--- src/rtl/sublime_voice_sequencer_pkg.sv ---
// Shared types and widths for the voice sequencer: FSM encoding and datapath sizes.
package sublime_voice_sequencer_pkg;
  localparam int DEF_NUM_VOICES  = 8;
  localparam int DEF_ACK_TIMEOUT = 64;
  localparam int VOICE_W         = $clog2(DEF_NUM_VOICES);
  localparam int VEL_W           = 8;
  localparam int SMP_W           = 32;

  typedef enum logic [1:0] {
    ST_IDLE = 2'd0,
    ST_REQ  = 2'd1,
    ST_EMIT = 2'd2
  } seq_state_e;
endpackage

--- src/rtl/sublime_velocity_regs.sv ---
// Per-voice velocity register file: one write port, combinational read.
// A write lands on the next edge, so a same-cycle read returns the old value.
module sublime_velocity_regs
  import sublime_voice_sequencer_pkg::*;
#(
  parameter int NUM_VOICES = DEF_NUM_VOICES,
  parameter int VW         = $clog2(NUM_VOICES)
) (
  input  logic             clk_i,
  input  logic             rst_ni,
  input  logic             we_i,
  input  logic [VW-1:0]    waddr_i,
  input  logic [VEL_W-1:0] wdata_i,
  input  logic [VW-1:0]    raddr_i,
  output logic [VEL_W-1:0] rdata_o
);
  logic [NUM_VOICES-1:0][VEL_W-1:0] vel_q;

  always_ff @(posedge clk_i or negedge rst_ni) begin
    if (!rst_ni) begin
      vel_q <= '0;
    end else if (we_i) begin
      vel_q[waddr_i] <= wdata_i;
    end
  end

  assign rdata_o = vel_q[raddr_i];
endmodule

--- src/rtl/sublime_voice_sequencer.sv ---
// Sweeps voices NUM_VOICES-1..0 per sample tick, fetching each over req/ack and strobing it to the mixer.
// Ack-to-strobe latency 1 cycle; a stalled generator is bounded by ACK_TIMEOUT, after which silence is emitted.
module sublime_voice_sequencer
  import sublime_voice_sequencer_pkg::*;
#(
  parameter int NUM_VOICES  = DEF_NUM_VOICES,
  parameter int ACK_TIMEOUT = DEF_ACK_TIMEOUT
) (
  input  logic                          clk_i,
  input  logic                          rst_ni,
  input  logic                          sample_tick_i,
  input  logic                          vel_we_i,
  input  logic [$clog2(NUM_VOICES)-1:0] vel_addr_i,
  input  logic [VEL_W-1:0]              vel_data_i,
  output logic                          voice_req_o,
  output logic [$clog2(NUM_VOICES)-1:0] voice_sel_o,
  input  logic                          voice_ack_i,
  input  logic [SMP_W-1:0]              voice_data_i,
  output logic [$clog2(NUM_VOICES)-1:0] active_voice_o,
  output logic                          active_voice_changed_o,
  output logic [VEL_W-1:0]              active_voice_velocity_o,
  output logic [SMP_W-1:0]              active_voice_data_o,
  output logic                          busy_o,
  output logic                          overrun_o,
  output logic                          timeout_err_o,
  input  logic                          err_clr_i
);
  localparam int VW = $clog2(NUM_VOICES);
  localparam int TW = $clog2(ACK_TIMEOUT) + 1;

  seq_state_e       state_q, state_d;
  logic [VW-1:0]    cur_q, cur_d;
  logic [TW-1:0]    tmr_q, tmr_d;
  logic             req_q, req_d;
  logic [VW-1:0]    sel_q, sel_d;
  logic [VW-1:0]    av_q, av_d;
  logic             chg_q, chg_d;
  logic [VEL_W-1:0] vel_q, vel_d;
  logic [SMP_W-1:0] dat_q, dat_d;
  logic             ovr_q, ovr_d;
  logic             tmo_q, tmo_d;
  logic [VEL_W-1:0] vel_rd;
  logic             timed_out;

  sublime_velocity_regs #(.NUM_VOICES(NUM_VOICES), .VW(VW)) u_vel (
    .clk_i   (clk_i),
    .rst_ni  (rst_ni),
    .we_i    (vel_we_i),
    .waddr_i (vel_addr_i),
    .wdata_i (vel_data_i),
    .raddr_i (cur_q),
    .rdata_o (vel_rd)
  );

  // Final waiting cycle without an ack: give up on this voice.
  assign timed_out = (state_q == ST_REQ) && !voice_ack_i && (tmr_q == TW'(ACK_TIMEOUT - 1));

  always_ff @(posedge clk_i or negedge rst_ni) begin
    if (!rst_ni) begin
      state_q <= ST_IDLE;
      cur_q   <= '0;
      tmr_q   <= '0;
      req_q   <= 1'b0;
      sel_q   <= '0;
      av_q    <= '0;
      chg_q   <= 1'b0;
      vel_q   <= '0;
      dat_q   <= '0;
      ovr_q   <= 1'b0;
      tmo_q   <= 1'b0;
    end else begin
      state_q <= state_d;
      cur_q   <= cur_d;
      tmr_q   <= tmr_d;
      req_q   <= req_d;
      sel_q   <= sel_d;
      av_q    <= av_d;
      chg_q   <= chg_d;
      vel_q   <= vel_d;
      dat_q   <= dat_d;
      ovr_q   <= ovr_d;
      tmo_q   <= tmo_d;
    end
  end

  always_comb begin
    state_d = state_q;
    unique case (state_q)
      ST_IDLE: if (sample_tick_i) state_d = ST_REQ;
      ST_REQ:  if (voice_ack_i || timed_out) state_d = ST_EMIT;
      ST_EMIT: state_d = (cur_q == '0) ? ST_IDLE : ST_REQ;
      default: state_d = ST_IDLE;
    endcase
  end

  always_comb begin
    cur_d = cur_q;
    tmr_d = '0;
    req_d = req_q;
    sel_d = sel_q;
    av_d  = av_q;
    chg_d = 1'b0;
    vel_d = vel_q;
    dat_d = dat_q;
    unique case (state_q)
      ST_IDLE: begin
        if (sample_tick_i) begin
          cur_d = VW'(NUM_VOICES - 1);
          req_d = 1'b1;
          sel_d = VW'(NUM_VOICES - 1);
        end
      end
      ST_REQ: begin
        if (voice_ack_i || timed_out) begin
          av_d  = cur_q;
          vel_d = vel_rd;
          dat_d = voice_ack_i ? voice_data_i : '0;
          chg_d = 1'b1;
          req_d = 1'b0;
        end else begin
          tmr_d = tmr_q + TW'(1);
        end
      end
      ST_EMIT: begin
        if (cur_q != '0) begin
          cur_d = cur_q - VW'(1);
          req_d = 1'b1;
          sel_d = cur_q - VW'(1);
        end
      end
      default: ;
    endcase
    // A clear wins over any set arriving in the same cycle.
    ovr_d = ovr_q | (sample_tick_i && (state_q != ST_IDLE));
    tmo_d = tmo_q | timed_out;
    if (err_clr_i) begin
      ovr_d = 1'b0;
      tmo_d = 1'b0;
    end
  end

  assign voice_req_o             = req_q;
  assign voice_sel_o             = sel_q;
  assign active_voice_o          = av_q;
  assign active_voice_changed_o  = chg_q;
  assign active_voice_velocity_o = vel_q;
  assign active_voice_data_o     = dat_q;
  assign busy_o                  = (state_q != ST_IDLE);
  assign overrun_o               = ovr_q;
  assign timeout_err_o           = tmo_q;
endmodule

--- config.mk ---
export PLATFORM = sky130hd
export DESIGN_NAME = sublime_voice_sequencer
export DESIGN_NICKNAME = d
export VERILOG_FILES = /design/src/rtl/sublime_voice_sequencer_pkg.sv /design/src/rtl/sublime_velocity_regs.sv /design/src/rtl/sublime_voice_sequencer.sv
export SDC_FILE = /design/constraint.sdc
export NUM_CORES = 1
export LEC_CHECK = 0
export ABC_AREA = 0
export BUFFER_PORTS_ARGS = -buffer_cell sky130_fd_sc_hd__buf_2
export CAP_MARGIN = 30
export CORE_MARGIN = 8
export CORE_UTILIZATION = 59
export DETAILED_ROUTE_END_ITERATION = 10
export PLACE_DENSITY = 0.84
export REMOVE_ABC_BUFFERS = 1
export SYNTH_ARGS = -nofsm -noshare
export SYNTH_HDL_FRONTEND = slang
export SYNTH_HIERARCHICAL = 1
export SYNTH_SLANG_ARGS = --single-unit
--- constraint.sdc ---
create_clock -name clk_i -period 4.84 [get_ports clk_i]
set_clock_uncertainty 0.05 [all_clocks]
set_input_delay 0.968 -clock clk_i [delete_from_list [all_inputs] [get_ports clk_i]]
set_output_delay 0.968 -clock clk_i [all_outputs]
set_load 0.01 [all_outputs]
# [After elaboration in Yosys (flattened, before gate mapping)]
# Cells that the tools add are included.
[totals] ff_bits=123 latch_bits=0 ramBits=0 rom_bits=0 input_bits=49 out_inout_bits=51 word_cells=70 mem_count=0
[classes] add_sub_neg=2 n_mul=0 div=0 n_lt_le_gt_ge=3 eq_ne=6 shifts=0 n_mux=23 bitwise_logic=2 reduce_logical=16
[op_table] op="64-bit bitwise mux" count=1
[op_table] op="32-bit two-way mux" count=1
[op_table] op="8-bit binary-select mux with 3-bit select" count=1
[op_table] op="8-bit demux with 3-bit select" count=1
[op_table] op="8-bit two-way mux" count=2
[op_table] op="7-bit two-way mux" count=2
[op_table] op="3-bit by 4-bit less-than comparator with 1-bit output (second input constant)" count=2
[op_table] op="1-bit two-way mux" count=8
[op_table] op="7-bit by 1-bit adder with 7-bit output (second input constant)" count=1
[op_table] op="7-bit by 6-bit equality test with 1-bit output (second input constant)" count=1
[op_table] op="3-bit two-way mux" count=2
[op_table] op="2-bit one-hot mux with 3 select lines" count=1
[op_table] op="3-bit one-hot mux with 2 select lines" count=1
[op_table] op="3-bit nonzero test" count=2
[op_table] op="1-bit logical AND" count=4
[op_table] op="2-bit two-way mux" count=2
[op_table] op="2-bit inequality test (second input constant)" count=2
[op_table] op="2-bit AND reduction" count=2
[op_table] op="4-bit AND reduction" count=1
[op_table] op="2-bit nonzero test" count=2
[op_table] op="3-bit by 1-bit greater-or-equal comparator with 1-bit output (second input constant)" count=1
[op_table] op="3-bit logical NOT" count=1
[op_table] op="1-bit one-hot mux with 3 select lines" count=1
[op_table] op="3-bit AND reduction" count=1
[op_table] op="8 further kinds" count=9

# [Depth between registers and ports, before layout]
# Gate-level depths: netlist of the first run.
[depth] word_depth=6 depth_mapped=6

# [By module]
# Netlist of the first run, hierarchy kept.
[modules_own_cells] mod="sublime_velocity_regs" instances=1 cells_per_inst=172 area_per_inst_um2=2992.9 seq_area_each_um2=1601.5
[modules_own_cells] mod="sublime_voice_sequencer" instances=1 cells_per_inst=171 area_per_inst_um2=2317.2 seq_area_each_um2=1476.4

# [Least setup slack after synthesis of the first run]
# No wires, ideal clock.
[synth_timing] path_kind="input port to flip-flop" start="input vel_we_i" end="register u_vel/vel_q[16] in the netlist's numbering" arrival_time_ps=1966 required_ps=4665 path_slack_ps=2699 stages=4 cell_sequence="clkbuf_1 nor4bb_1 buf_2 mux2_2"
[synth_rtl] item="from (decl)" line="sublime_voice_sequencer.sv:12" rtl="input logic vel_we_i,"
[synth_rtl] item="to (signal, indexed assignment)" line="sublime_velocity_regs.sv:23" rtl="vel_q[waddr_i] <= wdata_i;"
[synth_rtl] item="to (decl)" line="sublime_velocity_regs.sv:17" rtl="logic [NUM_VOICES-1:0][VEL_W-1:0] vel_q;"

# [Worst setup path in the final report of the first run]
[layout_timing] start="register sel_q[2], in the netlist voice_sel_o[2]" end="output voice_sel_o[2]"
[layout_rtl] item="from (decl)" line="sublime_voice_sequencer.sv:35" rtl="logic [VW-1:0] sel_q, sel_d;"
[layout_rtl] item="from (signal assigned)" line="sublime_voice_sequencer.sv:76" rtl="sel_q <= sel_d;"
[layout_rtl] item="to (decl)" line="sublime_voice_sequencer.sv:16" rtl="output logic [$clog2(NUM_VOICES)-1:0] voice_sel_o,"
# No word-level cell between the ends.

==> run summary, run 1 <==
Async set-reset flop share out of synthesis -> 100.0%
Ports -> 100
Gr ovfl total -> 0
DP Wirelength -> 8.064 mm
Vias -> 3452
FILL cells -> 502
Power per Cell Area -> 610.1 nW/µm²
DRT Pass-1 Iters -> 4
DRC Markers -> 0
Flops & latches, synth -> 123
CP Capture Type -> output pin
Area share of the largest cell type after synthesis -> 57.96%
CP delay by family, top -> flip-flops
H-tree lvl count -> 4
Number of DRC markers in iteration 0 -> 198
Area of the multi-input gates -> 2085 µm²
Tightest Pin Transition -> 876.1 ps
Post-layout minimum cycle time -> 2714 ps
Most frequent cell after synthesis -> dfrtp_1
Placed insts -> 537
Slew Viols, Final -> 0
Design Area, Final -> 6568 µm²
Top FF cell, synth -> dfrtp_1
Worst hold slack -> 390.8 ps
FF-to-FF Start -> tmr_q[0]
Clk sinks -> 123
Initial Utilization -> 60.89%
Clk_lat worst skew -> 520 ps
Setup tns final -> 0 ps
Core ar. -> 8721 µm²
Critical path peak fanout -> 21
CTS tree -> done
Final period util -> 56.08%
Layout cells sized above 1 -> 49.78%
Crit-path slowest cell -> dfrtp_1
Final non-filler cell total -> 570
Netlist cell types -> 37
Placement Setup Slack -> 2255 ps
Buf/Inv on CP -> 1
Crit-path cells -> buf_2
Nets -> 501
Antenna violations before repair -> 0
Hold crit path type -> in2async
Post-CTS sizing -> 0
Routability Congestion -> 0.7625
First-pass GRT wire length -> 19.80 mm
Vias in the first global route -> 3657
Crit Path Category -> reg2out
CTS buffer count -> 17
Largest cells by area after synthesis -> dfrtp_1 (58%), mux2_2 (16%), mux4_1 (7.4%)
Post-CTS Setup Bufs -> 0
RSZ-0062 raised after global routing -> no
Power, Total -> 4.007 mW
Endpoints failing setup -> 0
Die W -> 110.9 µm
Hold Fails Final Rpt -> 0
Die Span Y -> 110.9 µm
Slew HR -> 41.60%
Worst reg2reg setup slack -> 2580 ps
Gr usage total -> 20.36%
Post-Synthesis Cells -> 343
Area growth syn-to-layout -> 23.68%
IO buf count -> 99
Ant. Diodes -> 0
Synth Cell Area -> 5310 µm²
Largest net degree at the start of global routing -> 47
Status -> finished, final reports clean
Post-synth top cells -> dfrtp_1 (123), mux2_2 (77), a22o_1 (32)
Worst-path clk slew -> 60 ps
Leakage -> 3.174 nW
Routed vias/inst -> 6.056
Die ar. -> 12290 µm²
Core Util, Final -> 75.31%
Worst EP arrival -> 1700 ps
Placement Cell Area -> 5894 µm²
Post-synth EDFFs -> 0
Max IR drop VDD -> 0.0002998 V
R2R depth -> 6
Detail Route Antenna Nets -> 0
Hold Buf Count CTS -> 0
Worst EP required -> 3820 ps
R2R Path End -> active_voice_velocity_o[0]
Root buffer cell -> clkbuf_8
Startpoint Class -> flop
Final WS setup -> 2126 ps
Sequential cell area -> 3078 µm²
Seq/Total Area, Yosys -> 57.96%
Wirelength, routed -> 12.43 mm
Routed length per instance -> 21.81 µm
Max-cap violations -> 0
CP peak stage delay -> 910 ps
Achievable frequency -> 0.3684 GHz
Average cell area after synthesis -> 15.48 µm²
Yosys top cell by area -> dfrtp_1
FP Rows -> 34
Clock buffer depth -> 2
Syn. warnings -> 6
where the power goes:
| group | switching [mW] | total, mW | internal (mW) |
|---|---|---|---|
| Combinational | 0.487 | 1.08 | 0.595 |
| Clock | 0.465 | 1.37 | 0.904 |
| Sequential | 0.214 | 1.56 | 1.34 |
how the worst max path moves through the flow:
| stage | startpoint | depth (start not counted) | endpoint | slack (ps) |
|---|---|---|---|---|
| floorplan | voice_ack_i | 4 | active_voice_o[0] | 2220 |
| global placement | voice_ack_i | 5 | active_voice_o[2] | 2140 |
| detailed placement | voice_ack_i | 6 | active_voice_o[2] | 2260 |
| CTS | voice_sel_o[0] | 1 | voice_sel_o[0] | 1920 |
| global route | voice_sel_o[2] | 1 | voice_sel_o[2] | 2020 |
| finish | voice_sel_o[2] | 1 | voice_sel_o[2] | 2130 |
flip-flops by register name (all words and copies together), names as in the netlist:
name,cells
overrun_o,1
active_voice_velocity_o,8
state_q,2
active_voice_data_o,32
timeout_err_o,1
u_vel/vel_q,64
tmr_q,7
active_voice_changed_o,1
voice_sel_o,3
voice_req_o,1
active_voice_o,3
placed cells by master (no fill, tap or decap), types with 4 or more instances in the layout:
cell type / synthesis / layout
a22o_1: 32 / 32
mux2_4: 6 / 6
bufinv_16: 0 / 5
buf_2: 12 / 98
clkbuf_16: 0 / 16
buf_4: 0 / 7
nor3_1: 4 / 4
inv_1: 7 / 7
mux4_1: 15 / 15
a21oi_1: 5 / 5
nor2_1: 15 / 15
dfrtp_1: 123 / 123
o21ai_0: 4 / 4
mux2_2: 77 / 77
layout make-up:
cell class	instances	share of cell area, %
Clock buffer	18	6.516
Clock inverter	14	3.315
Sequential cell	123	46.87
Inverter	7	0.4001
Multi-Input combinational cell	193	31.74
Timing Repair Buffer	107	9.107
Tap cell	108	2.058
routing by layer:
| layer | wire length [µm] | global-route usage [%] | up-vias |
|---|---|---|---|
| li1 | - | - | 1499 |
| met1 | 5237 | 24.76 | 1783 |
| met2 | 6185 | 32.91 | 155 |
| met3 | 914 | 8.117 | 15 |
| met4 | 97 | 5.405 | 0 |
| met5 | 0 | 0 | - |
kinds of logic (layout without fill, tap and decap cells):
| logic type | after synthesis | after routing | synth area share [%] |
|---|---|---|---|
| compound gates | 45 | 45 | 6.786 |
| flops | 123 | 123 | 57.96 |
| mux | 99 | 99 | 25.87 |
| simple gates | 42 | 42 | 5.231 |
| buf+inv | 27 | 146 | 2.780 |
| xor+xnor | 4 | 4 | 0.6599 |
| fa+ha+maj | 3 | 3 | 0.7070 |
Power figures use the tool's default switching activity.
==> inputs of run 2 (changes only) <==
--- a/config.mk
+++ b/config.mk
@@ -9,9 +9,9 @@
 export BUFFER_PORTS_ARGS = -buffer_cell sky130_fd_sc_hd__buf_2
 export CAP_MARGIN = 30
 export CORE_MARGIN = 8
-export CORE_UTILIZATION = 59
+export CORE_UTILIZATION = 55
 export DETAILED_ROUTE_END_ITERATION = 10
-export PLACE_DENSITY = 0.84
+export PLACE_DENSITY = 0.79
 export REMOVE_ABC_BUFFERS = 1
 export SYNTH_ARGS = -nofsm -noshare
 export SYNTH_HDL_FRONTEND = slang
==> constraint.sdc (replaced) <==
create_clock -name clk_i -period 2.6 [get_ports clk_i]
set_clock_uncertainty 0.05 [all_clocks]
set_input_delay 0.52 -clock clk_i [delete_from_list [all_inputs] [get_ports clk_i]]
set_output_delay 0.52 -clock clk_i [all_outputs]
set_load 0.01 [all_outputs]
==> run 2 against run 1 <==
Clock power grew 63%. Hold slack worse by 260 ps. Sequential share of layout area increased by 0.23 points. Worst setup slack worse by 1700 ps. Final area down 0.50%. Routed wire length shrank 3.7%. Non-clock buffer count grew 4. First-iteration DRC count is 6.6% lower. Sequential power up 84%. Total power up 77%. Via count shrank 2.4%. Largest power group unchanged. Highest routed layer is now met5.
==> run summary, run 2 (same netlist as run 1, synthesis figures left out) <==
Crit-path slowest cell -> dfrtp_1
Worst reg2reg setup slack -> 610 ps
Gr ovfl total -> 0
Layout cells sized above 1 -> 50.00%
DRT Pass-1 Iters -> 4
Area growth syn-to-layout -> 23.07%
Commonest non-fill, non-tap cell in the layout -> dfrtp_1
Max reg flops -> 64
Sequential share of power -> 40.6%
Worst Hold Depth -> 2
Initial Utilization -> 55.35%
WHS Endpoint -> timeout_err_o
Final non-filler cell total -> 599
Combinational share of power -> 28.0%
Final period util -> 84.56%
Critical path peak fanout -> 21
R2R depth -> 3
Max-cap violations -> 0
Largest reg by FF count -> u_vel/vel_q
Slew HR -> 47.94%
Routed vias/inst -> 5.626
Wirelength, routed -> 11.97 mm
Buf/Inv on CP -> 1
Max IR drop VDD -> 0.0004389 V
Power per Cell Area -> 1084 nW/µm²
Worst EP arrival -> 1630 ps
Detail Route Antenna Nets -> 0
Achievable frequency -> 0.4548 GHz
CTS tree -> done
Placed insts -> 566
Post-CTS Setup Bufs -> 0
Internal power -> 4.939 mW
FILL cells -> 660
Clock buffer depth -> 2
Leakage -> 3.144 nW
Worst EP required -> 2030 ps
CP delay by family, top -> flip-flops
Sequential cell area -> 3078 µm²
Ant. Diodes -> 0
Setup tns final -> 0 ps
DRC Markers -> 0
Crit-path cells -> buf_2
Hold crit path type -> in2reg
H-tree lvl count -> 4
Tightest Pin Transition -> 780.9 ps
Largest net degree at the start of global routing -> 47
Hold Fails Final Rpt -> 0
Root buffer cell -> clkbuf_8
First-pass GRT wire length -> 18.80 mm
Commonest non-fill, non-tap cells in the layout -> dfrtp_1 (123), buf_2 (98), mux2_2 (77), a22o_1 (32), clkbuf_16 (16)
Die W -> 114.3 µm
IO buf count -> 99
Die ar. -> 13060 µm²
Ports -> 100
Endpoints failing setup -> 0
Clk pwr share -> 31.4%
CP peak stage delay -> 850 ps
CP Capture Type -> output pin
Psw -> 2.144 mW
Startpoint Class -> flop
Slew Viols, Final -> 0
Worst-path clk slew -> 60 ps
Area of the multi-input gates -> 2085 µm²
Sw Share -> 30.27%
Antenna violations before repair -> 1
Gr usage total -> 18.89%
Number of DRC markers in iteration 0 -> 185
RSZ-0062 raised after global routing -> no
Status -> finished, final reports clean
Core ar. -> 9594 µm²
Clk_lat worst skew -> 510 ps
Crit Path Category -> reg2out
Hold Crit Start -> err_clr_i
Clk sinks -> 123
FF-to-FF Start -> voice_sel_o[2]
Vias in the first global route -> 3518
R2R Path End -> active_voice_velocity_o[5]
CTS buffer count -> 17
Nets -> 505
FP Rows -> 36
Routability Congestion -> 0.8859
Routed length per instance -> 19.98 µm
Post-layout minimum cycle time -> 2199 ps
Die Span Y -> 114.3 µm
DP Wirelength -> 7.943 mm
Vias -> 3370
-- run 2: metrics by stage --
step	utilization (%)	cell area [µm²]	total power [mW]	worst slack (ps)	hold WS (ps)
floorplan	-	5189	4.062	373.3	174.4
global placement	62.13	5961	4.782	679.3	420.0
detailed placement	62.13	5961	4.877	622.0	426.6
CTS	68.11	6535	7.141	360.5	107.0
global route	68.11	6535	7.444	307.8	111.0
finish	68.11	6535	7.083	401.3	127.1
-- run 2: how the worst max path moves through the flow --
stage / start / end / slack [ps] / depth (start not counted)
floorplan: state_q[1] / active_voice_o[0] / 370 / 4
global placement: vel_addr_i[0] / u_vel/vel_q[59] / 680 / 3
detailed placement: voice_sel_o[2] / active_voice_velocity_o[6] / 620 / 3
CTS: voice_sel_o[2] / voice_sel_o[2] / 360 / 1
global route: voice_sel_o[2] / voice_sel_o[2] / 310 / 1
finish: voice_sel_o[2] / voice_sel_o[2] / 400 / 1
-- run 2: what timing repair did --
action / 4_1_cts / 5_1_grt
resized for setup: 0 / 0
endpoints found under the hold margin: 44 / 0
hold buffers: 1 / 0
-- run 2: routing by layer --
layer	GRT usage, %	vias up	share of wire [%]
li1	-	1508	-
met1	22.82	1722	42
met2	30.80	122	49
met3	6.593	16	8.2
met4	6.566	2	1.1
met5	0	-	0.11
-- run 2: final cells by class --
type / instances / area share [%]
flip-flops and latches: 123 / 47.10
multi-input cells: 193 / 31.90
repair buffers: 111 / 9.420
clock buffers: 17 / 6.337
well taps: 133 / 2.546
clock inverters: 15 / 2.298
inverters: 7 / 0.4021
-- run 2: power groups by stage --
stage,clock [mW],sequential (mW),combinational (mW)
3_3_place_gp,0,2.86,1.92
6_report,2.23,2.87,1.98
3_5_place_dp,0,2.89,1.99
5_1_grt,2.35,2.94,2.16
2_1_floorplan,0,3.00,1.06
4_1_cts,2.26,2.87,2.02
